===== src/rtl/bram_rd_fifo.sv =====
// bram_rd_fifo: read-return FIFO between the BRAM controller and the CPU.
// It tracks reads still in flight so that credit_ok never admits more than the FIFO can absorb.
module bram_rd_fifo #(
   parameter int DW = 32,
   parameter int AW = 4,
   parameter int OW = 5
) (
   input  logic          clk,
   input  logic          rst_n,
   input  logic          rd_issue,
   input  logic          fifo_in_valid,
   input  logic [DW-1:0] fifo_in_data,
   input  logic          cpu_req,
   output logic          cpu_ack,
   output logic [DW-1:0] cpu_data,
   output logic          credit_ok,
   output logic          empty,
   output logic          full,
   output logic [AW:0]   count,
   output logic [OW-1:0] outstanding,
   output logic          overflow
);
   localparam int D = 2**AW;
   logic [DW-1:0] mem [D];
   logic [AW-1:0] wr_ptr, rd_ptr;
   logic          pop, push, inc, dec;
   logic [AW+1:0] load;
   assign empty     = count == '0;
   assign full      = count == (AW+1)'(D);
   assign pop       = cpu_req & ~empty & ~cpu_ack;
   assign push      = fifo_in_valid & (~full | pop);
   // A simultaneous issue and return cancel out, even when the counter is saturated.
   assign inc       = rd_issue & ~fifo_in_valid & (outstanding != OW'(D));
   assign dec       = fifo_in_valid & ~rd_issue & (outstanding != '0);
   assign load      = (AW+2)'(count) + (AW+2)'(outstanding);
   assign credit_ok = load < (AW+2)'(D);
   always_ff @(posedge clk)
      if (push) mem[wr_ptr] <= fifo_in_data;
   always_ff @(posedge clk)
      if (!rst_n) begin
         wr_ptr      <= '0;
         rd_ptr      <= '0;
         count       <= '0;
         outstanding <= '0;
         overflow    <= 1'b0;
         cpu_ack     <= 1'b0;
         cpu_data    <= '0;
      end else begin
         if (push) wr_ptr <= wr_ptr + 1'b1;
         if (pop) rd_ptr <= rd_ptr + 1'b1;
         if (pop) cpu_data <= mem[rd_ptr];
         cpu_ack     <= pop;
         count       <= count + (AW+1)'(push) - (AW+1)'(pop);
         outstanding <= outstanding + OW'(inc) - OW'(dec);
         overflow    <= overflow | (fifo_in_valid & ~push);
      end
endmodule


===== config.mk =====
export PLATFORM = sky130hd
export DESIGN_NAME = bram_rd_fifo
export DESIGN_NICKNAME = d
export VERILOG_FILES = /design/src/rtl/bram_rd_fifo.sv
export SDC_FILE = /design/constraint.sdc
export NUM_CORES = 1
export LEC_CHECK = 0
export CORE_ASPECT_RATIO = 1.1
export CORE_UTILIZATION = 35
export DETAILED_ROUTE_END_ITERATION = 16
export DONT_BUFFER_PORTS = 1
export PLACE_DENSITY = 0.53
export SLEW_MARGIN = 5
export SYNTH_ARGS = -nofsm -noshare
export SYNTH_HDL_FRONTEND = slang
export SYNTH_SLANG_ARGS = --single-unit

===== constraint.sdc =====
create_clock -name clk -period 6.8 [get_ports clk]
set_input_delay 0.68 -clock clk [delete_from_list [all_inputs] [get_ports clk]]
set_output_delay 0.68 -clock clk [all_outputs]
set_load 0.01 [all_outputs]

[After elaboration in Yosys (flattened, before gate mapping)]
Memories as Yosys holds them, arrays and structs flattened. A register that Yosys moved wholly into a read port is not among the register bits.
Index checks and enable logic that the tools add are counted.
W data, S select, Z words.
Word-level totals
  bits in registers: 20
  RAM bits: 512
  input port bits: 37
  output and inout bits: 47
  word-level logic and storage cells: 38
  memories: 1
Cells by class
  add/subtract/negate cells: 7
  order comparisons: 1
  equality and inequality tests: 2
  muxes and demuxes: 2
  bitwise logic cells: 16
  reduce and logical (&&, ||, !) cells: 3
Memories
  mem: depth 16, width 32, read ports 1, clocked after memory_dff 1, write ports 1, line 24  | logic [DW-1:0] mem [D];
Operators with widths (number)
  $add A5 B1 Y5: 2
  $sub A5 B1 Y5: 2
  $add A4 B1 Y4 const B: 2
  $and A1 B1 Y1: 8
  $add A5 B5 Y6: 1
  $lt A6 B5 Y1 const B: 1
  $not A1 Y1: 6
  $eq A5 B5 Y1 const B: 1
  $logic_not A5 Y1: 1
  $ne A5 B5 Y1 const B: 1
  $reduce_bool A5 Y1: 1
  $mux W1: 2
  $or A1 B1 Y1: 2
  $logic_not A1 Y1: 1

[Longest topological paths before layout]
Gate-level depths: netlist (run 1).
  word-level depth: 9
  gate-level depth with buffers: 13
  mapped depth without buffers: 13

[Worst setup path after synthesis (run 1)]
OpenSTA, ideal clock, no wires.
  path type: in2reg
  start point: in cpu_req
  end point: mem mem[0][0], enable pin
  setup time: 0.461 ns
  arrival time: 3.426 ns
  data required time: 6.339 ns
  slack: 2.913 ns
  cell stages on the path: 4
  cells stage by stage: nor2b_1 > o21a_1 > nand2_1 > nor3_1
Between the ends
  cells in the longest elaborated chain, start to end: 6
RTL lines
  start, declared: line 13  | input logic cpu_req,
  $and A1 B1 Y1 (2 in a row): line 30  | assign pop = cpu_req & ~empty & ~cpu_ack;
  $or A1 B1 Y1: line 31  | assign push = fifo_in_valid & (~full | pop);
  $and A1 B1 Y1: line 31
  $mux W1: line 38  | if (push) mem[wr_ptr] <= fifo_in_data;
  $mux W1 (not written as such): line 38
  end, declared: line 24
No other way between the ends.

[Worst setup path in the final report (run 1)]
  start point: reg count[3]
  end point: reg count[4]
Between the ends
  cells in the longest elaborated chain, start to end: 8
  elaborated cells between the ends (all ways): 10
  those cells by class: add/sub (2); eq/ne (1); bitwise (6); reduce/logical (1)
RTL lines
  start, declared: line 19  | output logic [AW:0] count,
  start signal, assigned: line 53  | count <= count + (AW+1)'(push) - (AW+1)'(pop);
  $logic_not A5 Y1 (*): line 28  | assign empty = count == '0;
  via empty: line 17  | output logic empty,
  $not A1 Y1 (*): line 30
  $and A1 B1 Y1 (*) (2 in a row): line 30
  via pop: line 26  | logic pop, push, inc, dec;
  $or A1 B1 Y1: line 31
  $and A1 B1 Y1: line 31
  $add A5 B1 Y5: line 53
  $sub A5 B1 Y5 (*): line 53
Mark *: on every way through the listed nets, which the timed path passes. The rest lies on a longest branch.
A chain may end at the register's enable or synchronous reset.

==> results.py, run 1 <==
metrics = {
    "drt": {
        "dr.pass1.iters": 6,
        "avgRoutedWirePerCell_um": 23.9,
        "route.met3.wl_um": 2230,
        "top_layer_used": "met4",
        "met1Wirelength_um": 19000,
        "vias_per_cell": 5.02,
        "totalWireLength_um": 45600,
        "drc": 0,
        "postRouteAntennaNets": 0,
        "initialDrtViolationCount": 650,
        "wl_met2_um": 23700,
        "vias": 9596,
    },
    "critical_path": {
        "r2r-end": "count[4]",
        "worstPathArrival_ps": 3660,
        "rr_startpoint": "count[3]",
        "worstSetupPathType": "flop to flop",
        "cpPeakStageDelay_ps": 460,
        "crit_path_end_kind": "flop",
        "cp-start-kind": "flop",
        "crit_path_frequent_cell": "ha_1",
        "r2r_slack_ps": 3650,
        "cp_max_fo": 7,
        "path_cells": "inv_1 -> ha_1 -> nor4b_4 -> nor2_1 -> ha_1 -> inv_1 -> ha_1 -> fa_1 -> a21oi_1 -> nor2_1 -> or3_1 -> a21oi_1",
        "slowest_stage": "nor4b_4",
        "rr_worst_depth": 12,
        "required_ps": 7310,
    },
    "sta": {
        "hold_violations": 0,
        "tns_ps": 0,
        "finalSetupViolCount": 0,
        "setup_slack_ps": 3650,
        "skew_ps": 19.2,
        "fin_crit_ps": 3150,
        "worst_pin_slew_ps": 1050,
        "fin_crit_sh_pct": 46.4,
        "fmax_mhz": 317,
        "slew_violations": 0,
        "rsz0062_at_grt": "no",
        "slew_headroom_pct": 30.1,
    },
    "global_route": {
        "antenna_found_initial": 0,
        "grt_max_degree": 101,
        "grt_use_total_pct": 14.9,
        "grt_pass1_wl_um": 68800,
        "grt_pass1_vias": 10400,
        "grt_overflow_total": 0,
    },
    "floorplanning": {
        "rows": 95,
        "die_area_mm2": 0.0626,
        "fp.dieH_um": 262,
        "ios": 84,
        "die_w_um": 239,
        "design.core.area_mm2": 0.0610,
        "initial_utilization_pct": 35.4,
    },
    "cells_and_area": {
        "area_delta_synth_final_pct": 13.6,
        "fin_nets": 1100,
        "final_core_util_pct": 40.2,
        "antenna-diode-count": 0,
        "fill_cells": 5336,
        "seq_area_mm2": 0.0164,
        "multi_input_area_mm2": 0.00496,
        "drive_above_1_share_pct": 27.0,
    },
    "logic_synthesis": {
        "async_reset_ff_share_pct": 0,
        "syn_avg_cell_area_um2": 21.5,
        "ys_ff_latch": 564,
        "netlist_area_mm2": 0.0216,
        "seq_area_frac_synth_pct": 76.1,
        "synth_edf_count": 512,
        "ys.flop_type": "edfxtp_1",
        "synth_nets": 1065,
        "yosysWarnings": 0,
        "synth_cell_types": 39,
        "syn_inst": 1005,
    },
    "clock_network": {
        "path_clk_slew_ps": 60,
        "clock_sinks": 564,
        "clock_latency_ps": 600,
        "cts_inserted_buffers": 57,
        "post_cts_buffers": 0,
        "cts_buffer_depth": 3,
        "tritoncts": "done",
        "ctsResizeCount": 0,
        "cts_hold_buf": 0,
        "cts_root_buffer": "clkbuf_16",
        "cts-htree-levels": 2,
    },
    "min_path": {
        "whs_path_depth": 0,
        "worstHoldStart": "fifo_in_data[28]",
        "min_to": "mem[2][28]",
        "hp-class": "primary input to flop",
    },
    "placed_design": {
        "gp_congestion": 0.709,
        "post-place-ws_ps": 3660,
        "dp_hpwl_um": 24000,
        "port_buffers": 0,
    },
    "status": {
        "status": "finished, final reports clean",
    },
    "pwr": {
        "power.leakage_nw": 7.52,
        "p_per_area_mw_per_mm2": 350,
        "peakVddDrop_mv": 0.227,
    },
    "run": {
        "cap_viol_max_count": 0,
    },
}
## kinds of logic (layout without fill, tap and decap cells)
| kind of cell | after synthesis | count (layout) | synth area share [%] |
|---|---|---|---|
| buf+inv | 69 | 150 | 1.44 |
| fa+ha+maj | 23 | 23 | 1.40 |
| flops | 564 | 564 | 76.1 |
| simple gates | 93 | 93 | 1.99 |
| compound gates | 53 | 53 | 2.09 |
| xor+xnor | 11 | 11 | 0.447 |
| mux | 192 | 192 | 16.5 |
## state kept, by name (all words and copies together) (netlist names)
register / flops
mem: 512
rd_ptr: 4
outstanding: 5
cpu_data: 32
wr_ptr: 4
overflow: 1
count: 5
cpu_ack: 1
## synthesized netlist by cell type, types with 10 or more instances
library cell	n	area, um^2
a221o_1	32	320
buf_1	10	37.5
clkbuf_1	26	97.6
dfxtp_1	52	1040
edfxtp_1	512	15400
ha_1	21	263
inv_1	18	67.6
mux2_2	32	360
mux2i_1	32	320
mux4_2	128	2880
nor2_1	59	221
## worst max path at each step
stage / startpoint / to / slack (ps)
global placement: count[3] / count[4] / 3660
finish: count[3] / count[4] / 3650
floorplan: cpu_req / mem[0][0] / 2910
detailed placement: count[3] / count[4] / 3660
global route: count[3] / count[4] / 3360
CTS: outstanding[1] / credit_ok / 3570
## layout by cell type, fill, tap and decap left out, drive strengths merged, types with 3 or more instances in the layout
cell type	Yosys	routed
nor3	7	7
clkinvlp	0	4
dfxtp	52	52
a221o	32	32
ha	21	21
a21o	3	3
mux2i	32	32
inv	18	19
and2	4	4
mux2	32	32
nor2	59	59
mux4	128	128
buf	24	26
xor2	4	4
nand2b	4	4
a21oi	8	8
clkbuf	26	76
xnor2	7	7
edfxtp	512	512
bufinv	0	4
o21ai	4	4
nand3	4	4
clkinv	1	21
nand2	7	7
## routing by layer
layer  GRT usage [%]  up-vias
met5               0        -
met1            18.6     5183
met3            3.54       59
met4            3.72        0
met2            26.0      134
li1                -     4220
## critical path: cells and delay by family (launching register included)
family	cells	cell delay, ps
buffers and inverters	2	150
AND/OR/NAND/NOR	4	1090
flip-flops	1	390
adder cells (fa/ha/maj)	4	1150
AO/OA/AOI/OAI	2	280
## power by group
part,internal (mW),switching (mW)
Sequential,3.95,0.236
Combinational,0.761,0.626
Clock,1.74,1.28
Total,6.44,2.14
## area by class of cell
cell class                      instances  area share (%)
Inverter                               19           0.291
Tap cell                              824            4.21
Sequential cell                       564            67.1
Clock inverter                         29            1.05
Multi-Input combinational cell        372            20.3
Timing Repair Buffer                   26           0.848
Clock buffer                           76            6.28
## metrics by stage
step	total power, mW	instance area [um^2]	hold WS (ps)	std cells
after detailed placement	5.70	22700	516	1805
final	8.58	24500	177	1910
after global placement	5.69	22700	522	1805
after CTS	8.74	24500	128	1910
after global routing	8.97	24500	136	1910
after floorplan	5.35	21600	482	1005
Note: power is estimated with default switching activity, not from simulation.
==> inputs of run 2 (changes only) <==
--- a/config.mk
+++ b/config.mk
@@ -9,7 +9,7 @@
 export CORE_UTILIZATION = 35
 export DETAILED_ROUTE_END_ITERATION = 16
 export DONT_BUFFER_PORTS = 1
-export PLACE_DENSITY = 0.53
+export PLACE_DENSITY = 0.55
 export SLEW_MARGIN = 5
 export SYNTH_ARGS = -nofsm -noshare
 export SYNTH_HDL_FRONTEND = slang
==> constraint.sdc (replaced) <==
create_clock -name clk -period 2.8 [get_ports clk]
set_input_delay 0.28 -clock clk [delete_from_list [all_inputs] [get_ports clk]]
set_output_delay 0.28 -clock clk [all_outputs]
set_load 0.01 [all_outputs]
==> run 2 against run 1 <==
  * Non-clock buffer count rose by 59
  * Global-route usage is 0.091 points lower
  * Worst setup slack lost 3500 ps
  * Clock skew is 3.6 ps lower
  * Count of clock-buffer cells in the layout grew 7
  * Highest routed layer is now met5
  * Largest cell class unchanged
  * Clock power grew 130%
  * Critical path type is now flop to output port
  * Critical endpoint is now credit_ok
  * Combinational power rose to 2.8 times the previous value
  * Core utilization grew 0.98 points
  * First-iteration DRC count is 16% higher
==> results.py, run 2 (same netlist as run 1, synthesis figures left out) <==
metrics = {
    "critical_path": {
        "cpPeakStageDelay_ps": 390,
        "cp-start-kind": "flop",
        "cp_max_fo": 5,
        "path_cells": "buf_4 -> ha_1 -> a31o_2 -> a21o_1 -> a2111oi_1 -> buf_4",
        "crit_path_frequent_cell": "buf_4",
        "worstPathArrival_ps": 2370,
        "crit_path_end_kind": "output port",
        "worstSetupPathType": "flop to output port",
        "slowest_stage": "a2111oi_1",
        "cp_top_family": "compound AO/OA/AOI/OAI gates",
        "required_ps": 2520,
        "crit_buf_inv": 2,
        "crit_start": "count[1]",
        "rr_startpoint": "count[3]",
    },
    "clock_network": {
        "path_clk_slew_ps": 60,
        "cts_buffer_depth": 3,
        "clock_latency_ps": 590,
        "cts-htree-levels": 2,
        "cts_inserted_buffers": 54,
        "tritoncts": "done",
        "cts_root_buffer": "clkbuf_16",
        "post_cts_buffers": 0,
        "clock_sinks": 564,
    },
    "drt": {
        "avgRoutedWirePerCell_um": 23.0,
        "vias_per_cell": 5.01,
        "totalWireLength_um": 45300,
        "dr.pass1.iters": 4,
        "initialDrtViolationCount": 755,
        "vias": 9833,
        "postRouteAntennaNets": 0,
        "drc": 0,
    },
    "floorplanning": {
        "rows": 95,
        "fp.dieH_um": 262,
        "design.core.area_mm2": 0.0610,
        "ios": 84,
        "die_w_um": 239,
        "die_area_mm2": 0.0626,
        "initial_utilization_pct": 35.4,
    },
    "pwr": {
        "combPwrFrac_pct": 18.9,
        "internal_power_mw": 15.4,
        "p_clk_share_pct": 33.0,
        "p_per_area_mw_per_mm2": 824,
        "p_sw_mw": 5.24,
        "power.leakage_nw": 7.75,
        "peakVddDrop_mv": 0.488,
        "power_mw": 20.7,
        "power.share.sequential_pct": 48.1,
        "p_sw_share_pct": 25.3,
    },
    "global_route": {
        "grt_use_total_pct": 14.8,
        "grt_overflow_total": 0,
        "antenna_found_initial": 3,
        "grt_pass1_vias": 10700,
        "grt_pass1_wl_um": 68900,
        "grt_max_degree": 51,
    },
    "cells_and_area": {
        "fill_cells": 5326,
        "antenna-diode-count": 0,
        "top_register": "mem",
        "final_core_util_pct": 41.2,
        "area_delta_synth_final_pct": 16.4,
        "layout_commonest_cell": "edfxtp_1",
        "largestRegisters": "mem (512), cpu_data (32)",
        "drive_above_1_share_pct": 27.4,
        "multi_input_area_mm2": 0.00499,
        "final_cells": 1964,
        "seq_area_mm2": 0.0164,
        "final_cell_mix": "512 x edfxtp_1, 128 x mux4_2, 54 x clkbuf_16, 48 x dfxtp_1, 46 x nor2_1",
        "fin_nets": 1156,
        "largest_reg_flops": 512,
    },
    "sta": {
        "skew_ps": 15.6,
        "hold_violations": 0,
        "rsz0062_at_grt": "no",
        "fin_crit_ps": 2650,
        "setup_slack_ps": 154,
        "finalSetupViolCount": 0,
        "worst_pin_slew_ps": 623,
        "slew_violations": 0,
        "fin_crit_sh_pct": 94.5,
        "fin_hold_ws_ps": 49.4,
        "slew_headroom_pct": 58.3,
        "fmax_mhz": 378,
    },
    "placed_design": {
        "dp_hpwl_um": 25300,
        "placed_cells": 1830,
        "post-place-ws_ps": 169,
        "port_buffers": 0,
        "gp_congestion": 0.718,
    },
    "min_path": {
        "hp-class": "primary input to flop",
        "worstHoldStart": "rst_n",
    },
    "run": {
        "cap_viol_max_count": 0,
    },
    "status": {
        "status": "finished, final reports clean",
    },
}
-- run 2: changes by cell type in the layout (fill, tap and decap cells not counted), moves of 5 or more --
cell / change
clkbuf_8: +5
clkbuf_1: +5
buf_4: +10
dlygate4sd3_1: +34
buf_12: +15
-- run 2: worst reg2reg max path, cell delays in order, from the launching register on --
cell and delay (ps):
dfxtp_1 340, inv_1 70, ha_1 190, nand4bb_1 150, o21a_1 150, inv_1 70
ha_1 270, inv_1 40, ha_1 210, fa_2 380, a21oi_1 130, nor2_1 60
or3_1 340, a21oi_1 140
-- run 2: cell type report --
| cell class | count | share of cell area, % |
|---|---|---|
| flip-flops and latches | 564 | 65.5 |
| multi-input cells | 372 | 19.9 |
| clock buffers | 83 | 6.18 |
| well taps | 824 | 4.11 |
| repair buffers | 85 | 3.68 |
| clock inverters | 17 | 0.404 |
| inverters | 19 | 0.284 |
-- run 2: final timing paths --
kind	to	cells after the start	slack (ps)
max reg2reg	count[4]	13	210
min	outstanding[1]	2	50
min reg2reg	wr_ptr[1]	2	540
max	credit_ok	6	150
-- run 2: power by group through the flow --
stage               Combinational [mW]  Clock, mW  Sequential (mW)
finish                            3.90       6.83             9.95
global route                      4.30       7.33             10.0
CTS                               4.01       7.02             9.97
detailed placement                3.86          0             10.1
global placement                  3.83          0             10.1
floorplan                         2.96          0             10.0
-- run 2: layer usage --
| layer | track usage (%) | routed length (um) | vias to the layer above |
|---|---|---|---|
| met4 | 4.18 | 959 | 6 |
| met2 | 25.7 | 23400 | 145 |
| li1 | - | - | 4347 |
| met1 | 18.7 | 18900 | 5268 |
| met3 | 3.10 | 1980 | 67 |
| met5 | 0 | 34 | - |
-- run 2: stage by stage --
stage / setup TNS (ps) / instance area, um^2
floorplan: -47250 / 21600
global placement: 0 / 23100
detailed placement: 0 / 23100
CTS: 0 / 25100
global route: 0 / 25100
finish: 0 / 25100
-- run 2: timing repair --
| action | in CTS | in global routing |
|---|---|---|
| setup endpoints to repair | 0 | 2 |
| endpoints found under the hold margin | 516 | 0 |
| resized for setup | 0 | 3 |
| hold buffers | 34 | 0 |
